===== config.mk =====
export PLATFORM = sky130hd
export DESIGN_NAME = imm_enc
export DESIGN_NICKNAME = d
export VERILOG_FILES = /design/src/rtl/imm_enc_pkg.sv /design/src/rtl/imm_enc_fmt_chk.sv /design/src/rtl/imm_enc.sv
export SDC_FILE = /design/constraint.sdc
export NUM_CORES = 1
export LEC_CHECK = 0
export BUFFER_PORTS_ARGS = -buffer_cell sky130_fd_sc_hd__buf_2
export CAP_MARGIN = 20
export CORE_MARGIN = 3
export CORE_UTILIZATION = 45
export DETAILED_ROUTE_END_ITERATION = 10
export MAX_ROUTING_LAYER = met4
export PLACE_DENSITY = 0.65
export REMOVE_ABC_BUFFERS = 1
export SLEW_MARGIN = 25
export SYNTH_ARGS = -nofsm -noshare
export SYNTH_HDL_FRONTEND = slang
export SYNTH_HIERARCHICAL = 1
export SYNTH_SLANG_ARGS = --single-unit

===== constraint.sdc =====
create_clock -name clk -period 4.7 [get_ports clk]
set_input_delay 0.94 -clock clk [delete_from_list [all_inputs] [get_ports clk]]
set_output_delay 0.94 -clock clk [all_outputs]
set_load 0.05 [all_outputs]

===== src/rtl/imm_enc_pkg.sv =====
// Shared definitions for the instruction encoder: format codes (matching the
// immediate generator's control encoding), common opcodes and the request record.
package imm_enc_pkg;

    localparam logic [2:0] FMT_I  = 3'b000;
    localparam logic [2:0] FMT_S  = 3'b001;
    localparam logic [2:0] FMT_B  = 3'b010;
    localparam logic [2:0] FMT_J  = 3'b011;
    localparam logic [2:0] FMT_U  = 3'b100;
    localparam logic [2:0] FMT_SH = 3'b101;

    localparam logic [6:0] OP_LOAD   = 7'h03;
    localparam logic [6:0] OP_IMM    = 7'h13;
    localparam logic [6:0] OP_AUIPC  = 7'h17;
    localparam logic [6:0] OP_STORE  = 7'h23;
    localparam logic [6:0] OP_REG    = 7'h33;
    localparam logic [6:0] OP_LUI    = 7'h37;
    localparam logic [6:0] OP_BRANCH = 7'h63;
    localparam logic [6:0] OP_JALR   = 7'h67;
    localparam logic [6:0] OP_JAL    = 7'h6F;

    typedef struct packed {
        logic [2:0]  fmt;
        logic [31:0] imm;
        logic [4:0]  rd;
        logic [4:0]  rs1;
        logic [4:0]  rs2;
        logic [2:0]  f3;
        logic [6:0]  f7;
        logic [6:0]  op;
    } enc_req_t;

    // True when bits [31:msb] are all equal, i.e. v fits a signed field whose sign bit is msb.
    function automatic logic sext_fits(logic [31:0] v, int unsigned msb);
        logic [31:0] t;
        t = $signed(v) >>> msb;
        return (t == '0) || (t == '1);
    endfunction

endpackage


===== src/rtl/imm_enc_fmt_chk.sv =====
// Combinational range/alignment check of an immediate against its target format.
module imm_fmt_chk
    import imm_enc_pkg::*;
(
    input  logic [2:0]  fmt,
    input  logic [31:0] imm,
    output logic        err
);

    always_comb begin
        err = 1'b1;
        case (fmt)
            FMT_I, FMT_S: err = !sext_fits(imm, 11);
            FMT_B:        err = !sext_fits(imm, 12) || imm[0];
            FMT_J:        err = !sext_fits(imm, 20) || imm[0];
            FMT_U:        err = |imm[11:0];
            FMT_SH:       err = |imm[31:5];
            default:      err = 1'b1;
        endcase
    end

endmodule


===== src/rtl/imm_enc.sv =====
// Two-stage valid/ready RISC-V instruction encoder: S1 captures the request and
// its representability check, S2 holds the packed instruction word.
module imm_enc
    import imm_enc_pkg::*;
#(
    parameter int CNT_W = 8
) (
    input  logic             clk,
    input  logic             rst_n,
    input  logic             in_valid,
    output logic             in_ready,
    input  logic [2:0]       in_fmt,
    input  logic [31:0]      in_imm,
    input  logic [4:0]       in_rd,
    input  logic [4:0]       in_rs1,
    input  logic [4:0]       in_rs2,
    input  logic [2:0]       in_f3,
    input  logic [6:0]       in_f7,
    input  logic [6:0]       in_op,
    output logic             out_valid,
    input  logic             out_ready,
    output logic [31:0]      out_ins,
    output logic             out_err,
    output logic [CNT_W-1:0] err_cnt
);

    logic             s1_valid_reg;
    logic             s1_err_reg;
    enc_req_t         s1_req_reg;
    logic             s2_valid_reg;
    logic             s2_err_reg;
    logic [31:0]      s2_ins_reg;
    logic [CNT_W-1:0] err_cnt_reg;
    logic             chk_err;
    logic             s1_adv;
    logic             s2_adv;
    logic [31:0]      asm_ins;
    logic [31:0]      s1_imm;

    assign s2_adv   = !s2_valid_reg || out_ready;
    assign s1_adv   = !s1_valid_reg || s2_adv;
    assign in_ready = s1_adv;

    imm_fmt_chk u_chk (
        .fmt (in_fmt),
        .imm (in_imm),
        .err (chk_err)
    );

    always_ff @(posedge clk or negedge rst_n) begin
        if (!rst_n) begin
            s1_valid_reg <= 1'b0;
            s1_err_reg   <= 1'b0;
            s1_req_reg   <= '0;
        end else if (s1_adv) begin
            s1_valid_reg <= in_valid;
            if (in_valid) begin
                s1_err_reg <= chk_err;
                s1_req_reg <= '{fmt: in_fmt, imm: in_imm, rd: in_rd, rs1: in_rs1,
                                rs2: in_rs2, f3: in_f3, f7: in_f7, op: in_op};
            end
        end
    end

    assign s1_imm = s1_req_reg.imm;

    // Out-of-range immediates are still packed from their low bits; illegal formats give zero.
    always_comb begin
        asm_ins = '0;
        case (s1_req_reg.fmt)
            FMT_I:  asm_ins = {s1_imm[11:0], s1_req_reg.rs1, s1_req_reg.f3,
                               s1_req_reg.rd, s1_req_reg.op};
            FMT_S:  asm_ins = {s1_imm[11:5], s1_req_reg.rs2, s1_req_reg.rs1,
                               s1_req_reg.f3, s1_imm[4:0], s1_req_reg.op};
            FMT_B:  asm_ins = {s1_imm[12], s1_imm[10:5], s1_req_reg.rs2, s1_req_reg.rs1,
                               s1_req_reg.f3, s1_imm[4:1], s1_imm[11], s1_req_reg.op};
            FMT_J:  asm_ins = {s1_imm[20], s1_imm[10:1], s1_imm[11], s1_imm[19:12],
                               s1_req_reg.rd, s1_req_reg.op};
            FMT_U:  asm_ins = {s1_imm[31:12], s1_req_reg.rd, s1_req_reg.op};
            FMT_SH: asm_ins = {s1_req_reg.f7, s1_imm[4:0], s1_req_reg.rs1,
                               s1_req_reg.f3, s1_req_reg.rd, s1_req_reg.op};
            default: asm_ins = '0;
        endcase
    end

    always_ff @(posedge clk or negedge rst_n) begin
        if (!rst_n) begin
            s2_valid_reg <= 1'b0;
            s2_err_reg   <= 1'b0;
            s2_ins_reg   <= '0;
        end else if (s2_adv) begin
            s2_valid_reg <= s1_valid_reg;
            if (s1_valid_reg) begin
                s2_err_reg <= s1_err_reg;
                s2_ins_reg <= asm_ins;
            end
        end
    end

    always_ff @(posedge clk or negedge rst_n) begin
        if (!rst_n) begin
            err_cnt_reg <= '0;
        end else if (s2_valid_reg && out_ready && s2_err_reg && !(&err_cnt_reg)) begin
            err_cnt_reg <= err_cnt_reg + 1'b1;
        end
    end

    assign out_valid = s2_valid_reg;
    assign out_ins   = s2_ins_reg;
    assign out_err   = s2_err_reg;
    assign err_cnt   = err_cnt_reg;

endmodule

* Word-level counts from Yosys, hierarchy flattened
Index checks and enable logic that the tools add are counted.
Cells by class: $add $sub $neg 1, eq/ne operators 13, multiplexer cells 2, reductions and logical operators 27
Operator list (count):
- one-hot mux 32 bit (6 select lines) | 1
- == test 32 bit, second input constant | 3
- logical NOT 32 bit | 3
- OR reduction 27 bit | 1
- == test 3 x 2 -> 1 bit, second input constant | 4
- == test 3 bit, second input constant | 4
- OR reduction 12 bit | 1
- adder 8 x 1 -> 8 bit, second input constant | 1
- AND reduction 8 bit | 1
- logical OR 1 bit | 7
- == test 3 x 1 -> 1 bit, second input constant | 2
- logical NOT 1 bit | 6
- logical NOT 3 bit | 2
- one-hot mux 1 bit (5 select lines) | 1
- AND reduction 2 bit | 2
- logical AND 1 bit | 3
- OR reduction 2 bit | 1
Word-level totals: register bits 111, input bits 71, word-level logic and storage cells 57

* Logic depth before layout (Yosys ltp)
depth in word-level cells 5, mapped depth 8, mapped depth without buffers 6

* Modules after synthesis
Netlist, hierarchy kept.
Modules (own cells, without submodules):
- imm_enc | instances 1, cells each 398, area each 5058.6 um^2
- imm_fmt_chk | instances 1, cells each 31, area each 180.2 um^2

* Least setup slack after synthesis
No wires, ideal clock.
path type input -> register, from input in_imm[7], to register s1_err_reg, library setup time 125 ps, arrival 2103 ps, required time 4575 ps, slack 2472 ps, stages on the path 6, path through or4_1 -> nor2_1 -> nand2_1 -> o32ai_1 -> o22ai_1 -> mux2_2
Between the ends: word-level cells in the longest chain between the ends 2, elaborated cells between the ends (all ways) 3, those cells by class mux (1); reduce/logical (2)
RTL lines:
- from (decl) | RTL line imm_enc.sv:13 | input logic [31:0] in_imm,
- OR reduction 27 bit or OR reduction 12 bit (tied branches) | RTL line imm_enc_fmt_chk.sv:17, imm_enc_fmt_chk.sv:16
- one-hot mux 1 bit (5 select lines) (*) | RTL line imm_enc_fmt_chk.sv:12 | case (fmt)
- named net chk_err | RTL line imm_enc.sv:34 | logic chk_err;
- to (signal assigned) | RTL line imm_enc.sv:58 | s1_err_reg <= chk_err;
- to (decl) | RTL line imm_enc.sv:28 | logic s1_err_reg;
The timed path passes the listed nets; every way through them passes the cells marked *. A chain may end at the register's enable or synchronous reset.

* Worst setup path in the final report
from input out_ready, to register s1_req_reg[30] in the netlist's numbering
Between the ends: word-level cells in the longest chain between the ends 3
RTL lines:
- from (decl) | RTL line imm_enc.sv:21 | input logic out_ready,
- logical OR 1 bit | RTL line imm_enc.sv:40 | assign s2_adv = !s2_valid_reg || out_ready;
- logical OR 1 bit | RTL line imm_enc.sv:41 | assign s1_adv = !s1_valid_reg || s2_adv;
- AND reduction 2 bit (no source line)
- to (signal assigned) | RTL line imm_enc.sv:59 | s1_req_reg <= '{fmt: in_fmt, imm: in_imm, rd: in_rd, rs1: in_rs1,
- to (decl) | RTL line imm_enc.sv:29 | enc_req_t s1_req_reg;
No other way between the ends.

==> results.md <==
* CP endpoint kind: flip-flop
* Initial DRC count at between 200 and 250
* Rel. slew slack at 33.26%
* Clock latency on the worst-skew pair at roughly 0.35 ns
* I/O pin count at 114
* Total GRT Usage at 19.15%
* GR peak layer: met2
* RSZ-0062 raised after global routing: false
* Final wirelength at 11880 µm
* Hold path depth at 1
* Post-synthesis cell type count at 45
* Main combinational cell family by area after synthesis: multiplexers
* Fin area at 0.006070 mm²
* Flip-flop and latch count after synthesis at about 110
* Utilization after layout at 54.55%
* Die width at 113.9 µm
* Register area share after synthesis at 53.02%
* Number of fill cells at 981
* Cell with the most instances after synthesis: dfrtp_1
* CTS Buf Count at 9
* Max-cap violations at 0
* Gr ovfl total at 0
* Yosys top cell by area: dfrtp_1
* Initial antenna violation count at 1
* PwrDens at 496.0 mW/mm²
* Cts repair resizes at 0
* Post-route minimum period at 2.471 ns
* Max FO, Critical Path at 45
* Ys async rst share at 100.0%
* Final Hold Fails at 0
* Reg2Reg Depth at 4
* First-pass GRT wire length at 18900 µm
* Multi-input gate area at about 0.0023 mm²
* CTS tree: built
* Status: finished clean
* Max Fclk at just over 400 MHz
* H-Tree Depth at 3
* Synth Area in XOR/XNOR at 0.9792%
* Static leakage at 0.002781 µW
* Power, Total at between 3000 and 4000 µW
* Synth Area in Simple Gates at between 10 and 15%
* Hold crit path type: flip-flop to flip-flop
* First-pass detailed-route iteration total at 4
* Register area at 0.002780 mm²
* Routed len/inst at roughly 18 µm
* Port Buffers at 113
* Core ar. at about 0.011 mm²
* Synth top area cells: dfrtp_1 53%, mux2_2 18%, mux2i_1 2.7%
* Area Overhead vs Synth at 15.86%
* Hold-fix buffers, CTS at 0
* Synthesized area per cell at 12.21 µm²
* Final Setup Violations at 0
* Met3 usage at 5.358%
* TNS Setup at 0 ns
* Initial Util at 47.09%
* Post-synthesis compound-gate area fraction at between 10% and 20%
* Core Rows at 38
* Tcrit/Tclk final at 52.57%
* DRC Markers at 0
* Synthesized area at about 0.0052 mm²
* Post-synth top cells: 111 x dfrtp_1, 82 x mux2_2, 32 x nand2_1
* Total setup buffers inserted after CTS at 0
* Clock sink count at 111
* Yosys top cell area share at between 50% and 60%
* Final nets at between 500 and 600
* M2 GR Usage at between 20% and 30%
* Max reg flops at 35
* Worst slew pin tran at 1.001 ns
* Post-Syn Instances at 429
* Startpoint types: input pin
* Gp weighted congestion at 0.8494
* Vias in the first global route at 3682
* Root Buffer: clkbuf_16
* Final ANT Viol Nets at 0
* Adder-Cell Fraction of Synth Area at 0.2388%
* Met1 GRT Util at 25.15%
* Clock Skew at between 0.006 and 0.007 ns
* Final Slew Violations at 0
* Synth warn at 6
* Post-DR vias/cell at 5.561
* Die height at ~110 µm
* Post-synth top flop: dfrtp_1
* CP arrival at 2.70 ns
* VDD IR max at 0.3716 mV
* DP Area at 0.005801 mm²
* Largest net degree at the start of global routing at 83
* Mux contribution to synthesized area at 20.30%
* Worst Path Required at 4.93 ns
* EDFF count, synth at 0
* CTS Buffer Depth at 2
* Ratio of cells with drive above 1 in the final layout at 41.35%
* Dpl hpwl at between 8000 and 9000 µm
* Vias at 3748
* Clk pin slew, worst setup/hold paths at approximately 0.070 ns
* DIE AREA at 0.01297 mm²
* Worst Path Class, Setup: input pin to flip-flop
[worst max-delay path, stage by stage]
cell      delay (ns)
buf_2           0.12
nand3b_4        0.16
nand2_2         0.45
buf_4           0.59
mux2_2          0.41
[metrics by stage]
stage	cells	worst slack [ns]	hold slack, ns
6_report	674	2.229	0.4771
2_1_floorplan	401	2.053	0.4713
5_1_grt	673	2.124	0.4958
4_1_cts	672	2.226	0.4832
3_3_place_gp	656	1.885	0.4551
3_5_place_dp	656	1.838	0.4614
[logic make-up (layout without fill, tap and decap cells)]
logic type / count (synthesis) / count (layout)
fa+ha+maj: 1 / 1
buf+inv: 30 / 133
compound gates: 84 / 84
other cells: 0 / 2
mux: 96 / 96
simple gates: 102 / 102
flops: 111 / 111
xor+xnor: 5 / 5
[cell usage in the layout (no fill, tap or decap), drive strengths merged, types with 2 or more instances in the layout]
cell    count
nand2b      3
a211oi      6
inv         2
mux2       82
nor3        4
a21oi      24
diode       2
and3        2
nor2b      19
a21o        8
nand4      13
clkinv      3
a221o       5
nor4        7
dfrtp     111
xor2        5
o211ai      4
o21ai      15
a22oi       8
buf       115
clkbuf     12
nand2      34
or4         2
nand3b      2
nand3       4
o32ai       9
mux2i      14
nor2       10
[final timing paths]
kind | from | endpoint | slack, ns
min reg2reg | out_ins[18]$_DFFE_PN0P_ | out_ins[18]$_DFFE_PN0P_ | 0.48
max reg2reg | s1_valid_reg$_DFFE_PN0N_ | s1_req_reg[30]$_DFFE_PN0P_ | 2.39
max | out_ready | s1_req_reg[30]$_DFFE_PN0P_ | 2.23
min in group asynchronous | rst_n | err_cnt[3]$_DFFE_PN0P_ | 0.62
min | out_ins[18]$_DFFE_PN0P_ | out_ins[18]$_DFFE_PN0P_ | 0.48
max in group asynchronous | rst_n | s1_req_reg[23]$_DFFE_PN0P_ | 3.18
[routing by layer]
metal	vias to the layer above	routed length, µm
li1	1776	-
met5	-	0
met3	13	752
met2	111	5560
met4	0	125
met1	1848	5439
[power breakdown]
group | leakage, µW | switching (µW) | internal, µW | total (µW)
clock network | 0.000126 | 335 | 358 | 692
logic | 0.00133 | 656 | 333 | 988
registers | 0.00132 | 180 | 1150 | 1330
total | 0.00278 | 1170 | 1840 | 3010
[area by class of cell]
cell class              count  area share (%)
well taps                 140           2.886
inverters                   2          0.1237
repair buffers            115           9.668
diodes                      2         0.08246
clock buffers              12           3.896
clock inverters             4          0.3711
flip-flops and latches    111           45.81
multi-input cells         288           37.17
Power figures use the tool's default switching activity.
